$ cat config.mk
export PLATFORM = sky130hd
export DESIGN_NAME = qpsk_sym_packetizer
export DESIGN_NICKNAME = d
export VERILOG_FILES = /design/src/rtl/qpsk_sym_packetizer.sv
export SDC_FILE = /design/constraint.sdc
export NUM_CORES = 1
export LEC_CHECK = 0
export CORE_MARGIN = 2
export CORE_UTILIZATION = 55
export DETAILED_ROUTE_END_ITERATION = 10
export PLACE_DENSITY = 0.78
export SKIP_CTS_REPAIR_TIMING = 1
export SYNTH_ARGS = -nofsm -noshare
export SYNTH_HDL_FRONTEND = slang
export SYNTH_SLANG_ARGS = --single-unit
$ cat constraint.sdc
create_clock -name ce_clk -period 10.6 [get_ports ce_clk]
set_input_delay 1.06 -clock ce_clk [delete_from_list [all_inputs] [get_ports ce_clk]]
set_output_delay 1.06 -clock ce_clk [all_outputs]
set_load 0.05 [all_outputs]
$ cat src/rtl/qpsk_sym_packetizer.sv
// QPSK symbol packetizer: packs strobed {I,Q} symbols into AXI-stream packets.
// Define QPSK_PKT_STORE_FWD_EN for store-and-forward; default is cut-through.
module qpsk_sym_packetizer #(
    parameter int FIFO_AW = 5,
    parameter int SPP_W   = 16
) (
    input  logic             ce_clk,
    input  logic             ce_rst_n,
    input  logic             enable,
    input  logic [SPP_W-1:0] spp,
    input  logic             sym_stb,
    input  logic [31:0]      sym_iq,
    output logic [31:0]      o_tdata,
    output logic             o_tvalid,
    output logic             o_tlast,
    input  logic             o_tready,
    output logic             busy,
    output logic [15:0]      ovf_cnt,
    output logic [15:0]      pkt_cnt
);

    localparam int DEPTH = 1 << FIFO_AW;

    typedef enum logic [1:0] {IDLE, RUN, DRAIN} state_t;

    state_t             state;
    logic [31:0]        mem [DEPTH];
    logic [FIFO_AW-1:0] wr_ptr;
    logic [FIFO_AW-1:0] rd_ptr;
    logic [FIFO_AW:0]   occ;
    logic [SPP_W-1:0]   spp_q;
    logic [SPP_W-1:0]   rd_cnt;
    logic [SPP_W-1:0]   pkt_len;
    logic               full;
    logic               empty;
    logic               wr_en;
    logic               drop;
    logic               rd_en;
    logic               start_ok;
    logic               last;

    // Full is judged on pre-read occupancy, so a same-cycle read never
    // makes room for a strobe that arrives while full.
    assign full  = occ == (FIFO_AW+1)'(DEPTH);
    assign empty = occ == '0;
    assign wr_en = (state == RUN) && sym_stb && !full;
    assign drop  = (state == RUN) && sym_stb && full;

`ifdef QPSK_PKT_STORE_FWD_EN
    localparam logic [SPP_W-1:0] DEPTH_S = SPP_W'(DEPTH);

    assign pkt_len  = (spp_q > DEPTH_S) ? DEPTH_S : spp_q;
    assign start_ok = (rd_cnt != '0) || (state == DRAIN) ||
                      (SPP_W'(occ) >= pkt_len);
`else
    assign pkt_len  = spp_q;
    assign start_ok = 1'b1;
`endif

    assign o_tvalid = !empty && start_ok;
    assign o_tdata  = o_tvalid ? mem[rd_ptr] : '0;
    assign last     = (rd_cnt == pkt_len - 1'b1) ||
                      ((state == DRAIN) && (occ == (FIFO_AW+1)'(1)));
    assign o_tlast  = o_tvalid && last;
    assign rd_en    = o_tvalid && o_tready;
    assign busy     = state != IDLE;

    always_ff @(posedge ce_clk) begin
        if (wr_en) mem[wr_ptr] <= sym_iq;
    end

    always_ff @(posedge ce_clk or negedge ce_rst_n) begin
        if (!ce_rst_n) begin
            state   <= IDLE;
            wr_ptr  <= '0;
            rd_ptr  <= '0;
            occ     <= '0;
            spp_q   <= SPP_W'(1);
            rd_cnt  <= '0;
            ovf_cnt <= '0;
            pkt_cnt <= '0;
        end else begin
            if (wr_en) wr_ptr <= wr_ptr + 1'b1;
            if (rd_en) rd_ptr <= rd_ptr + 1'b1;

            case ({wr_en, rd_en})
                2'b10:   occ <= occ + 1'b1;
                2'b01:   occ <= occ - 1'b1;
                default: occ <= occ;
            endcase

            if (rd_en) rd_cnt <= o_tlast ? '0 : rd_cnt + 1'b1;
            if (rd_en && o_tlast) pkt_cnt <= pkt_cnt + 1'b1;
            if (drop && ovf_cnt != 16'hFFFF) ovf_cnt <= ovf_cnt + 1'b1;

            unique case (state)
                IDLE: begin
                    if (enable) begin
                        state   <= RUN;
                        spp_q   <= (spp == '0) ? SPP_W'(1) : spp;
                        rd_cnt  <= '0;
                        ovf_cnt <= '0;
                        pkt_cnt <= '0;
                    end
                end
                RUN: begin
                    if (!enable) state <= DRAIN;
                end
                DRAIN: begin
                    if (empty) state <= IDLE;
                end
                default: state <= IDLE;
            endcase
        end
    end

endmodule

Word level (Yosys, flattened, before mapping). Memory sizes are Yosys's and may differ from the RTL's. Index checks and enable logic that the tools add are counted.

Input port bits: 53. Register bits: 82. Memories: 1. Bits in writable memories: 1024. Word-level logic and storage cells: 65.

Add/subtract/negate cells: 8. Mux-type cells: 19. Eq/ne operators: 11. Reduce and logical (&&, ||, !) cells: 18.

Memories: mem (words 32, bits a word 32, rd ports 1, clocked after memory_dff 0, write ports 1, RTL line 27) `logic [31:0] mem [DEPTH];`.

Operators with widths (count): $mux W16 (11); $add A16 B1 Y16 const B (3); $mux W32 (1); $eq A16 B16 Y1 (1); $logic_not A16 Y1 (1); $ne A16 B16 Y1 const B (1); $sub A16 B1 Y16 const B (1); $pmux W6 S2 (1); $add A5 B1 Y5 const B (2); $logic_and A1 B1 Y1 (8); $add A6 B1 Y6 const B (1); $eq A6 B1 Y1 const B (1); $eq A6 B6 Y1 const B (1); $logic_not A6 Y1 (1); $mux W2 (3); $ne A2 B2 Y1 const B (3); $pmux W2 S3 (1); $sub A6 B1 Y6 const B (1); $eq A2 B1 Y1 const B (2); $eq A2 B2 Y1 const B (2); $reduce_bool A2 Y1 (2); $reduce_and A3 Y1 (1); $logic_not A1 Y1 (2); $logic_not A2 Y1 (1); 3 further kinds (4).

Longest topological paths before layout.
Word-level depth: 8. Depth in mapped cells: 14. Depth with buffers taken out: 11.

Worst setup path after synthesis. OpenSTA, ideal clock, no wires.

Kind: reg2out. Start: register spp_q[1] (netlist: pkt_len[1]). End: output o_tlast. Cell stages (with the launch flop): 10. Data arrival time: 2.949 ns. Path slack: 6.591 ns. Cell sequence: dfrtp_1 > inv_1 > ha_1 > nor3b_1 > nand2_1 > xnor2_1 > nor3_1 > nand4_4 > buf_6 > a21oi_1.

Longest elaborated chain between the ends: 4.

RTL lines: start: declaration (RTL line 31) `logic [SPP_W-1:0] spp_q;`; start signal: assignment (RTL line 100) `spp_q <= (spp == '0) ? SPP_W'(1) : spp;`; $sub A16 B1 Y16 (RTL line 62) `assign last = (rd_cnt == pkt_len - 1'b1) ||`; $eq A16 B16 Y1 (RTL line 62); $logic_or A1 B1 Y1 (RTL line 62); $logic_and A1 B1 Y1 (RTL line 64) `assign o_tlast = o_tvalid && last;`; end: declaration (RTL line 15) `output logic o_tlast,`.

No other way between the ends.

Worst setup path in the final report.
Start: register rd_ptr[1]. End: output o_tdata[23].

Longest elaborated chain between the ends: 2.

RTL lines: start: declaration (RTL line 29) `logic [FIFO_AW-1:0] rd_ptr;`; start signal: assignment (RTL line 84) `if (rd_en) rd_ptr <= rd_ptr + 1'b1;`; $mem_v2 Z32 W32; $mux W32 (RTL line 61) `assign o_tdata = o_tvalid ? mem[rd_ptr] : '0;`; end: declaration (RTL line 13) `output logic [31:0] o_tdata,`.

No other way between the ends.

==> metrics.md <==
| Metric | Value |
|---|---|
| Status | completed |
| Psw | 4070 uW |
| GRT Residual Overflow | 0 |
| Pwr Total | 12800 uW |
| Worst path slowest cell | dfrtp_4 |
| Number of synthesized flops with an enable pin | 1024 |
| Critical path class | register to output pin |
| Initial antenna violation count | 4 |
| Clock Power Share | 29.3% |
| Register bit count reported by yosys | 1106 |
| DR WL met2 | 54900 um |
| Max incr delay on CP | 0.89 ns |
| Initial DRC count | 3102 |
| Routed met1 length | 37700 um |
| CP Data Required Time | 9.54 ns |
| CTS buffer count | 107 |
| Crit-path cells | buf_12, buf_4, mux4_2, mux4_2, mux2i_1, nor2_1, clkdlybuf4s50_1 |
| Clk pin slew, worst setup/hold paths | 0.06 ns |
| Cell family with the largest share of critical-path delay | buffers and inverters |
| Core area | 0.0789 mm2 |
| # nets final | 2294 |
| Syn nets | 2127 |
| Length of routed met3 wiring | 11400 um |
| Avg Inst Size Synth | 21.2 um2 |
| HPWL after DPL | 53100 um |
| PortBufs | 119 |
| H-tree depth | 3 |
| Routed vias | 22200 |
| GPL Wtd Cong | 0.836 |
| Number of distinct library cells after synthesis | 51 |
| PwrDens | 257 mW/mm2 |
| Synth Instances | 2060 |
| Slew Limit Fails | 0 |
| Total GRT Usage | 26.8% |
| Boundary pin count | 120 |
| Comb power frac | 30.3% |
| Setup crit start kind | register |
| Synth async-reset ratio | 7.41% |
| Part of the power in registers | 40.4% |
| DR DRC count | 0 |
| Die Y-Extent | 286 um |
| Minimum clock period | 6.47 ns |
| Fmax | 155 MHz |
| TritonRoute pass-1 iters | 7 |
| Floorplan row count | 103 |
| CP endpoint kind | output pin |
| Layout cell share with drive strength beyond 1 | 25.5% |
| Power Internal | 8750 uW |
| Routed length per instance | 32.2 um |
| RSZ-0062 raised after global routing | no |
| Vias in the first global route | 22600 |
| First-pass GRT wire length | 156000 um |
| Synth Warn # | 0 |
| Most frequent cells in the layout | edfxtp_1, mux4_2, clkdlybuf4s50_1 |
| Commonest non-fill, non-tap cell in the layout | edfxtp_1 |
| Root Buffer | clkbuf_16 |
| Uppermost layer routed | met5 |
| Starting Density | 55.4% |
| Measured slew at the worst slew-check pin | 1.25 ns |
| Final hold vios | 0 |
| Setup_tns | 0 ns |
| Post-layout util | 63.2% |
| CTS tree | done |
| Worst vdd rail ir drop | 0.261 mV |
| Hold_ws | 0.504 ns |
| Final setup fails | 0 |
| Register area share after synthesis | 75.1% |
| Final antenna-violating net count | 0 |
| Vias per inst | 6.60 |
| Period Utilization, post-route | 61.0% |
| Largest net degree at the start of global routing | 150 |
| Max Root-Sink Buffers | 3 |
| Switch share | 31.7% |
| CP dominant cell by count | mux4_2 |
| CP Max Fanout | 149 |
| WP buf/inv | 3 |
| Slew HR | 16.2% |
| Chip width | 286 um |
| Clk sinks | 1106 |
| P&R area growth vs syn | 14.1% |
| Pleak | 0.0159 uW |
| Post-synth top flop | edfxtp_1 |
| Die area | 0.0817 mm2 |
| Clock insertion delay at the later pin of the skew report | 0.69 ns |
| Post-Route WL | 108000 um |
| Synth Cell Area | 0.0437 mm2 |
| Maxcap violations | 0 |
| Worst hold path class | register to register |
| Crit path arrival time | 5.41 ns |
| Final Skew | 0.0441 ns |
state kept, by name (all words and copies together), names as in the netlist:
name / flops
state: 2
rd_cnt: 16
ovf_cnt: 16
occ: 6
rd_ptr: 5
wr_ptr: 5
pkt_cnt: 16
mem: 1024
pkt_len: 16
worst reg2reg max path, delay by kind of cell, from the launching register on:
family	cells	cell delay, ns
buffers and inverters	4	1.41
adder cells (fa/ha/maj)	1	0.40
XOR/XNOR	1	0.13
AO/OA/AOI/OAI	1	0.24
flip-flops	1	0.46
AND/OR/NAND/NOR	5	1.01
logic make-up after synthesis:
logic type	count (synthesis)	synth area share [%]
simple gates	335	3.72
buf+inv	123	1.08
compound gates	53	0.913
xor+xnor	60	1.20
flops	1106	75.1
fa+ha+maj	14	0.401
mux	369	17.6
path summary, 6_finish.rpt:
path                            cells after the start  slack (ns)                    start                       to
worst max-delay path                                7        4.13    rd_ptr[1]$_DFFE_PN0P_              o_tdata[23]
worst min-delay path                                2        0.50  pkt_len[15]$_DFFE_PN0P_  pkt_len[15]$_DFFE_PN0P_
worst max register to register                     12        6.83       occ[3]$_DFFE_PN0P_       occ[5]$_DFFE_PN0P_
worst min register to register                      2        0.50  pkt_len[15]$_DFFE_PN0P_  pkt_len[15]$_DFFE_PN0P_
max in group asynchronous                           1        9.28                 ce_rst_n    rd_ptr[1]$_DFFE_PN0P_
min in group asynchronous                           1        0.57                 ce_rst_n     ovf_cnt[6]$_DFF_PN0_
power groups by stage:
| stage | clock network [uW] | logic [uW] | registers (uW) |
|---|---|---|---|
| finish | 3760 | 3880 | 5180 |
| floorplan | 0 | 2890 | 5070 |
| CTS | 3790 | 3900 | 5180 |
| global placement | 0 | 3760 | 5260 |
| detailed placement | 0 | 3820 | 5270 |
| global route | 3930 | 4070 | 5210 |
layer usage:
metal  track usage (%)  up-vias
li1                  -     8836
met1              35.2    11600
met2              44.6     1470
met3              5.77      258
met4              10.0        6
met5                 0        -
through the flow:
step / instances / setup slack [ns] / cell area [um2]
global placement: 3168 / 4.96 / 46400
floorplan: 2060 / 6.59 / 43700
CTS: 3364 / 4.13 / 49900
global route: 3365 / 4.04 / 49900
detailed placement: 3168 / 4.98 / 46400
finish: 3365 / 4.13 / 49900
synth_stat cells, types with 2 or more instances:
cell type | n | area (um2)
o211ai_1 | 2 | 15.0
xor2_1 | 33 | 289
a2111oi_2 | 2 | 30.0
clkbuf_1 | 75 | 282
nor4_1 | 8 | 50.1
or2_2 | 4 | 25.0
or4_1 | 5 | 37.5
mux4_2 | 320 | 7210
ha_1 | 14 | 175
inv_1 | 16 | 60.1
nand3_1 | 24 | 120
nand2_1 | 93 | 349
and4_1 | 3 | 26.3
a211o_1 | 4 | 35.0
nand4_1 | 17 | 106
dfrtp_1 | 81 | 2030
or3_1 | 2 | 12.5
o21ai_0 | 9 | 45.0
nor3b_1 | 2 | 15.0
a211oi_1 | 6 | 45.0
and3_1 | 9 | 56.3
nor4b_1 | 2 | 17.5
xnor2_1 | 27 | 236
a211oi_2 | 6 | 75.1
nand3b_1 | 4 | 30.0
nor2b_1 | 5 | 31.3
edfxtp_1 | 1024 | 30700
nor3_1 | 26 | 130
nor2_1 | 96 | 360
mux2i_1 | 49 | 490
nand4b_1 | 4 | 35.0
buf_2 | 3 | 15.0
a21oi_1 | 13 | 65.1
or3b_2 | 2 | 17.5
o31ai_1 | 3 | 22.5
and2_1 | 8 | 50.1
buf_1 | 28 | 105
nand2b_1 | 18 | 113
area by class of cell:
cell class                      instances  area (um2)
Tap cell                             1050        1310
Sequential cell                      1106       32800
Clock buffer                          128        2820
Antenna cell                            1        2.50
Multi-Input combinational cell        831       10700
Clock inverter                         68         638
Inverter                               16        60.1
Timing Repair Buffer                  165        1560
Fill cell                            5104       29000
Power figures use the tool's default switching activity.
